**src/rtl/calpoc_calc_core.sv**
```systemverilog
// calpoc_calc_core: push-button calculator core with two WIDTH-bit operands,
// OR/XOR/AND/ADD evaluation, operator chaining and a multi-digit hex display.

// Hex nibble to seven-segment glyph, active-high, ordered {g,f,e,d,c,b,a}.
module calpoc_hex7 (
    input  logic [3:0] nib,
    output logic [6:0] seg
);
    // Glyph lookup; "b" and "d" are the lowercase forms.
    always_comb begin
        case (nib)
            4'h0:    seg = 7'b0111111;
            4'h1:    seg = 7'b0000110;
            4'h2:    seg = 7'b1011011;
            4'h3:    seg = 7'b1001111;
            4'h4:    seg = 7'b1100110;
            4'h5:    seg = 7'b1101101;
            4'h6:    seg = 7'b1111101;
            4'h7:    seg = 7'b0000111;
            4'h8:    seg = 7'b1111111;
            4'h9:    seg = 7'b1101111;
            4'hA:    seg = 7'b1110111;
            4'hB:    seg = 7'b1111100;
            4'hC:    seg = 7'b0111001;
            4'hD:    seg = 7'b1011110;
            4'hE:    seg = 7'b1111001;
            default: seg = 7'b1110001;
        endcase
    end
endmodule

module calpoc_calc_core #(
    parameter int WIDTH  = 3,
    parameter int DIGITS = (WIDTH + 3) / 4
) (
    input  logic                  clk,
    input  logic                  rst,
    input  logic                  btn_one,
    input  logic                  btn_zero,
    input  logic                  btn_or,
    input  logic                  btn_xor,
    input  logic                  btn_and,
    input  logic                  btn_add,
    input  logic                  btn_equals,
    input  logic                  btn_clear,
    output logic [WIDTH-1:0]      led_a,
    output logic [WIDTH-1:0]      led_b,
    output logic [7*DIGITS-1:0]   seg,
    output logic [1:0]            op_o,
    output logic                  carry,
    output logic [1:0]            state_o
);
    localparam int CW = $clog2(WIDTH + 1);
    localparam int DW = 4 * DIGITS;

    typedef struct packed {
        logic clear;
        logic equals;
        logic op_or;
        logic op_xor;
        logic op_and;
        logic op_add;
        logic one;
        logic zero;
    } btn_t;

    typedef enum logic [1:0] {
        ENTER_A = 2'd0,
        ENTER_B = 2'd1,
        RESULT  = 2'd2
    } state_t;

    btn_t btn_now, btn_q, btn_q_d, evt;

    state_t           state, state_n;
    logic [WIDTH-1:0] a, a_n, b, b_n, r, r_n;
    logic [CW-1:0]    cnt, cnt_n;
    logic [1:0]       op, op_n;
    logic             carry_q, carry_n;

    logic             is_op, is_bit, bit_val, room;
    logic [1:0]       op_sel;
    logic [WIDTH:0]   sum;
    logic [WIDTH-1:0] alu;

    assign btn_now = '{clear: btn_clear, equals: btn_equals, op_or: btn_or,
                       op_xor: btn_xor, op_and: btn_and, op_add: btn_add,
                       one: btn_one, zero: btn_zero};
    assign evt = btn_t'(btn_q & ~btn_q_d);

    // Button capture and one-cycle history for rising-edge detection.
    always_ff @(posedge clk) begin
        if (rst) begin
            btn_q   <= '0;
            btn_q_d <= '0;
        end else begin
            btn_q   <= btn_now;
            btn_q_d <= btn_q;
        end
    end

    // Operator decode (or > xor > and > add), bit value (one beats zero) and ALU.
    always_comb begin
        is_op   = evt.op_or | evt.op_xor | evt.op_and | evt.op_add;
        is_bit  = evt.one | evt.zero;
        bit_val = evt.one;
        if (evt.op_or)       op_sel = 2'd0;
        else if (evt.op_xor) op_sel = 2'd1;
        else if (evt.op_and) op_sel = 2'd2;
        else                 op_sel = 2'd3;
        room = (cnt != CW'(WIDTH));
        sum  = {1'b0, a} + {1'b0, b};
        case (op)
            2'd0:    alu = a | b;
            2'd1:    alu = a ^ b;
            2'd2:    alu = a & b;
            default: alu = sum[WIDTH-1:0];
        endcase
    end

    // Next-state and datapath update; only the highest-priority event acts.
    always_comb begin
        state_n = state;
        a_n     = a;
        b_n     = b;
        r_n     = r;
        cnt_n   = cnt;
        op_n    = op;
        carry_n = carry_q;
        if (evt.clear) begin
            state_n = ENTER_A;
            a_n     = '0;
            b_n     = '0;
            r_n     = '0;
            cnt_n   = '0;
            op_n    = 2'd0;
            carry_n = 1'b0;
        end else if (evt.equals) begin
            if (state == ENTER_B) begin
                r_n     = alu;
                carry_n = (op == 2'd3) ? sum[WIDTH] : 1'b0;
                state_n = RESULT;
            end
        end else if (is_op) begin
            op_n = op_sel;
            case (state)
                ENTER_A: begin
                    b_n     = '0;
                    cnt_n   = '0;
                    state_n = ENTER_B;
                end
                RESULT: begin
                    a_n     = r;
                    b_n     = '0;
                    cnt_n   = '0;
                    state_n = ENTER_B;
                end
                default: ;
            endcase
        end else if (is_bit) begin
            case (state)
                ENTER_A: begin
                    if (room) begin
                        a_n   = WIDTH'({a, bit_val});
                        cnt_n = cnt + CW'(1);
                    end
                end
                ENTER_B: begin
                    if (room) begin
                        b_n   = WIDTH'({b, bit_val});
                        cnt_n = cnt + CW'(1);
                    end
                end
                default: begin
                    // A new digit after a result starts a fresh calculation.
                    a_n     = WIDTH'(bit_val);
                    b_n     = '0;
                    cnt_n   = CW'(1);
                    carry_n = 1'b0;
                    state_n = ENTER_A;
                end
            endcase
        end
    end

    // State and operand registers.
    always_ff @(posedge clk) begin
        if (rst) begin
            state   <= ENTER_A;
            a       <= '0;
            b       <= '0;
            r       <= '0;
            cnt     <= '0;
            op      <= 2'd0;
            carry_q <= 1'b0;
        end else begin
            state   <= state_n;
            a       <= a_n;
            b       <= b_n;
            r       <= r_n;
            cnt     <= cnt_n;
            op      <= op_n;
            carry_q <= carry_n;
        end
    end

    logic [DW-1:0]         disp;
    logic [DIGITS-1:0][6:0] glyph;

    // Display source follows the phase of the calculation.
    always_comb begin
        case (state)
            ENTER_A: disp = DW'(a);
            ENTER_B: disp = DW'(b);
            default: disp = DW'(r);
        endcase
    end

    for (genvar d = 0; d < DIGITS; d++) begin : g_dig
        calpoc_hex7 u_hex (
            .nib (disp[4*d +: 4]),
            .seg (glyph[d])
        );
    end

    assign seg     = glyph;
    assign led_a   = a;
    assign led_b   = b;
    assign op_o    = op;
    assign carry   = carry_q;
    assign state_o = state;
endmodule

```
**config.mk**
```make
export PLATFORM = sky130hd
export DESIGN_NAME = calpoc_calc_core
export DESIGN_NICKNAME = d
export VERILOG_FILES = /design/src/rtl/calpoc_calc_core.sv
export SDC_FILE = /design/constraint.sdc
export NUM_CORES = 1
export LEC_CHECK = 0
export ABC_AREA = 1
export BUFFER_PORTS_ARGS = -buffer_cell sky130_fd_sc_hd__buf_2
export CAP_MARGIN = 20
export CORE_MARGIN = 4
export CORE_UTILIZATION = 56
export DETAILED_ROUTE_END_ITERATION = 10
export GPL_ROUTABILITY_DRIVEN = 0
export PLACE_DENSITY_LB_ADDON = 0.1
export SYNTH_ARGS = -nofsm -noshare
export SYNTH_HDL_FRONTEND = slang
export SYNTH_SLANG_ARGS = --single-unit
export TNS_END_PERCENT = 5
```
**constraint.sdc**
```tcl
create_clock -name clk -period 3 [get_ports clk]
set_input_delay 0.6 -clock clk [delete_from_list [all_inputs] [get_ports clk]]
set_output_delay 0.6 -clock clk [all_outputs]
set_load 0.01 [all_outputs]
```
-- After elaboration in Yosys (flattened, before gate mapping)
Memory sizes are Yosys's and may differ from the RTL's.
Cells that the tools add are included.
- memories: 1
- ROM bits: 112
- output and inout bits: 18
- memory bits (writable): 0
- register bits: 32
- bits of input ports: 10
- latch bits: 0
- memories (name ; words ; bits a word ; read ports ; clocked after Yosys merged registers in ; write ports ; line ; RTL):
    (no name shown) ; 16 ; 7 ; 1 ; 0 ; 0 ; 11 ; case (nib)
- $lt $le $gt $ge: 0
- muxes and demuxes: 32
- div/mod/pow operators: 0
- reductions and logical operators: 15
- multiply operators: 0
- shifts and indexed selects: 0
- equality and inequality tests: 18
- add/sub/neg operators: 2
- bitwise gates (word level): 10
- operators with widths (cell ; count):
    2-to-1 mux 2 bit ; 13
    2-to-1 mux 3 bit ; 8
    one-hot mux 3 bit (2 select lines) ; 3
    AND reduction 4 bit ; 3
    inequality test 2 bit, second input constant ; 5
    AND reduction 5 bit ; 2
    inequality test 3 bit, second input constant ; 3
    one-hot mux 3 bit (3 select lines) ; 1
    AND 8 bit ; 1
    inverter 8 bit ; 1
    2-to-1 mux 1 bit ; 7
    equality test 2 bit, second input constant ; 3
    inequality test 2 x 1 -> 1 bit, second input constant ; 3
    inequality test 3 x 1 -> 1 bit, second input constant ; 2
    OR reduction 2 bit ; 3
    adder 3 x 3 -> 4 bit ; 1
    equality test 2 x 1 -> 1 bit, second input constant ; 2
    logical NOT 2 bit ; 2
    OR 1 bit ; 4
    AND reduction 2 bit ; 2
    nonzero test 2 bit ; 2
    AND 3 bit ; 1
    OR 3 bit ; 1
    nonzero test 3 bit ; 1
    other kinds (3) ; 3

-- Longest topological paths before layout
- depth after elaboration: 7
- gate-level depth with buffers: 10

-- By module
From an unflattened synthesis, not the netlist that was laid out.
- cell total of the unflattened synthesis: 288
- area total of the unflattened synthesis: 1949.4 um2
- by module, submodules not included (module ; instances ; area an instance (um2) ; cells an instance):
    calpoc_calc_core ; 1 ; 1679.1 ; 236
    calpoc_hex7 ; 1 ; 270.3 ; 52

-- Worst setup path after synthesis
Ideal clock, no wire load.
- path kind: register -> output
- start point: register state[0] (netlist: state_o[0])
- end point: output port seg[0]
- cell stages (with the launch flop): 9
- slack: 566 ps
- required time: 2400 ps
- arrival: 1834 ps
- cells stage by stage: dfxtp_1 -> inv_2 -> nor2_2 -> inv_2 -> o21ai_0 -> inv_1 -> ha_1 -> or2_0 -> o21ai_0
- word-level cells in the longest chain between the ends: 3
- ends and longest elaborated chain (element ; line ; RTL):
    start: declaration ; 75 ; state_t state, state_n;
    start signal: assignment ; 197 ; state <= state_n;
    equality test 2 x 1 -> 1 bit or logical NOT 2 bit (tied branches) ; 212 ; case (state)
    one-hot mux 3 bit (2 select lines) * ; 212 ;
    memory read (16 x 7 bit) * ; - ;
    end: declaration ; 48 ; output logic [7*DIGITS-1:0] seg,
Mark *: on every way between the ends. The rest lies on a longest branch, timed or not.

-- Final worst setup path
- start point: register state[1] (netlist: state_o[1])
- end point: output port seg[0]
The elaborated chain is that of the path after synthesis.

==> reports/results.txt <==
The post-route total power was 0.001065 W. The initial core utilization is 58.61%. Total global-route track usage: 19.75%. The run finished with clean final reports. The logs give 1412 for the number of global-route vias before repair and 3053 sq um for the area of the placeable core. The kind of cell with the highest combined delay along the critical path is buffers and inverters. The worst-case IR drop observed on VDD is 0.3121 mV.

Data on the critical path arrives at its endpoint at 2.13 ns. After detailed routing, the number of vias per cell comes to 4.873. The power density over cell area works out to 519.6 nW/um^2. The count of distinct cell types in the synthesized netlist was 28; the die outline width was 64.53 um. Maximum number of pins on one net before global-route repair: 18. The number of synthesized register bits came out at 32. Subtracting the final worst setup slack from the clock period gives 2.731 ns. The worst stage delay on the critical path works out to 0.45 ns. The number of placed cells counting well taps is 331, and the largest fanout of any net on the critical path is 9. The buffer and inverter count on the worst path is 4. The critical path launch point type is a register. Final hold analysis gives a worst-case slack of 0.4248 ns. Dividing the detail-routed wire length by the instance count gives 11.32 um. Detailed placement finished with a half-perimeter wire length of 2813 um. After clock tree synthesis, the clock-pin slew on the worst setup and hold paths is 0.11 ns. Walking the worst path, the cells encountered are nor2_2, inv_2, nor2_1, a211oi_2, buf_4, inv_1, ha_1, or2_0, o21ai_0, buf_2.

The TritonCTS buffer count came out at 5. The floorplan has 20 rows. Synthesis produced a netlist with a net count of 287. For the pin with the worst max-slew slack, the measured transition is 0.3774 ns. The analysis attributes to cell leakage a power of 1.048 nW. The average instance area after synthesis was 6.803 sq um. The largest individual stage delay along the critical path comes from the cell dfxtp_2.

Clock skew on the completed layout was measured at 0.01163 ns. Counting cells, the worst reg-to-reg path comes to 10. The initial antenna violation count was 0.

By startpoint and endpoint, the worst setup path is classified as reg2out. The logs give 0 for the number of violations of the max-capacitance limit and 0 for the remaining number of nets flagged by the antenna check after routing. For the number of hold violations in the final report, the log shows 0.

In the routed design, unresolved DRC markers number 0. After the first detailed-routing iteration, the DRC count stood at 103. After clock tree synthesis, the setup repair step added 0 buffers. From synthesis to final layout, the design area changed by 14.55%. After layout, the worst path uses 91.04% of the clock period. After detailed routing, the total wire length is 3836 um.

The proportion of layout cells with a drive suffix above 1 works out to 17.97%. Detailed routing inserted a total of 1652 vias. The die is 64.53 um tall. After the last flow step, the layout net total stands at 318. The final total negative setup slack is 0 ns, and the maximum clock rate is 366.1 MHz.

The post-layout instance area was 2049 sq um. Setup violations remaining at the end of the flow were counted as 0. The worst hold path was traced through 2 stages.

The run gives 0 as the max-slew violation total from the final report. During placement, the flow inserted port buffers numbering 27. The hold-fix buffer count after cts was 0. The longest clock path from root to sink contains 2 buffers.

TritonCTS built the clock tree. The critical path crosses 10 cells after its start point. 28 I/O pins were placed.

After filler insertion, the fill cell instance count of the layout stands at 313. CTS sink count: 32. The cell count after synthesis is 263.

The root buffer selected by CTS was clkbuf_4. At the worst endpoint, the required time is 2.40 ns. For this run, the detailed router's first-pass iteration total came to 5. The cell area after placement was 1959 sq um; the area of the die was 4163 sq um. Of the synthesized area, sequential elements account for 35.80%.

The element type at the critical path end was an output port. The finished layout holds 339 standard cells, fillers aside. For the count of warnings emitted by yosys, the log shows 0.

The synthesized netlist occupies a cell area of 1789 sq um. The worst pin sits at a relative slew slack of 74.78%. The tools report the antenna diode count as 0. The first-pass GRT wire length is 6341 um, and the leftover overflow at the end of global routing is 0.

The number of H-tree branching levels came out at 2. The path category of the worst min-delay check is reg2reg. Setup repair after global routing left no endpoint under its margin. The run gives 0.34 ns as the clock insertion delay at the later pin of the skew report.
## flip-flops by register name (all words and copies together) (netlist names)
register and cells:
led_a 3, op_o 2, btn_q 8, cnt 2, btn_q_d 8, led_b 3
state_o 2, carry 1, r 3
## power breakdown
part | leakage, nW | switching, W | internal, W
Clock | 0.0422 | 0.000157 | 0.000175
Sequential | 0.264 | 0.0000204 | 0.000452
Combinational | 0.742 | 0.000167 | 0.0000945
Total | 1.05 | 0.000344 | 0.000721
## cells in the final DEF (no fill, tap or decap)
master     instances
a211oi_1           2
a211oi_2           1
a21oi_1           11
a31oi_1            2
buf_2             27
buf_4              2
bufinv_16          1
clkbuf_1           1
clkbuf_4           5
clkinv_2           1
dfxtp_1           30
dfxtp_2            2
fa_1               1
ha_1              13
inv_1             48
inv_2              2
nand2_1           56
nand2_2            1
nand3_1            7
nand3_2            2
nand4_1            4
nor2_1            45
nor2_2             4
nor2_4             2
nor3_1             2
nor3b_1            1
o21a_1             1
o21ai_0           15
o21ai_2            2
o21bai_1           1
o221ai_1           1
or2_0              1
or2_2              1
## Yosys cell counts
cell type,n,area [sq um]
buf_6,2,22.52
inv_1,48,180.2
nor2_1,46,172.7
buf_2,1,5.000
nor2_2,3,18.77
o21a_1,1,7.510
inv_2,2,7.510
nand3_2,2,20.02
nand2_1,56,210.2
o21ai_2,1,8.760
dfxtp_1,32,640.6
a211oi_1,3,22.52
clkbuf_1,2,7.510
o21ai_0,16,80.08
or2_2,1,6.260
nor3_1,2,10.01
ha_1,13,162.7
o221ai_1,1,8.760
nand3_1,7,35.03
nand4_1,4,25.02
nand2_2,1,6.260
or2_0,1,6.260
nor3b_1,1,7.510
o21bai_1,1,7.510
a21oi_1,11,55.05
a31oi_1,2,12.51
nor2_4,2,22.52
fa_1,1,20.02
## routing by layer
metal	up-vias	part of all wire, %	global-route usage, %
met5	-	0	0
met4	0	1.5	7.916
met3	6	6.7	5.546
met2	44	48	32.47
met1	731	44	24.30
li1	871	-	-
## worst min-delay path, cell delays in order (launching register included)
cell,delay (ns)
dfxtp_1,0.32
inv_1,0.05
nor2_1,0.03
## per-stage QoR
stage / util (%) / worst slack, ns
after floorplan: - / 0.5662
final: 67.13 / 0.2688
after CTS: 66.68 / 0.04983
after detailed placement: 64.18 / 0.3417
after global placement: 64.18 / 0.3881
after global routing: 67.13 / 0.08248
## path summary, 6_finish.rpt
check | startpoint | endpoint | slack [ns]
max | state_o[1] | seg[0] | 0.27
min | btn_q[1] | btn_q_d[1] | 0.42
max reg2reg | btn_q_d[4] | led_b[0] | 1.33
min reg2reg | btn_q[1] | btn_q_d[1] | 0.42
## timing repair
action,4_1_cts,5_1_grt
gates resized for setup,1,5
hold endpoints to repair,0,0
cloned,0,0
endpoints found under the setup margin,1,2
## cell type report
| cell class | instances | area [sq um] | area share, % |
|---|---|---|---|
| Multi-Input combinational cell | 176 | 937.1 | 45.73 |
| Sequential cell | 32 | 643.1 | 31.38 |
| Inverter | 50 | 187.7 | 9.157 |
| Timing Repair Buffer | 29 | 150.1 | 7.326 |
| Tap cell | 44 | 55.05 | 2.686 |
| Clock buffer | 6 | 41.29 | 2.015 |
| Clock inverter | 2 | 35.03 | 1.709 |
## cell families after synthesis
group	after synthesis	share of synthesized area, %
AND/OR/NAND/NOR	126	30.21
buffers and inverters	55	12.45
AO/OA/AOI/OAI	36	11.33
flip-flops	32	35.80
adder cells (fa/ha/maj)	14	10.21
Power figures use the tool's default switching activity.
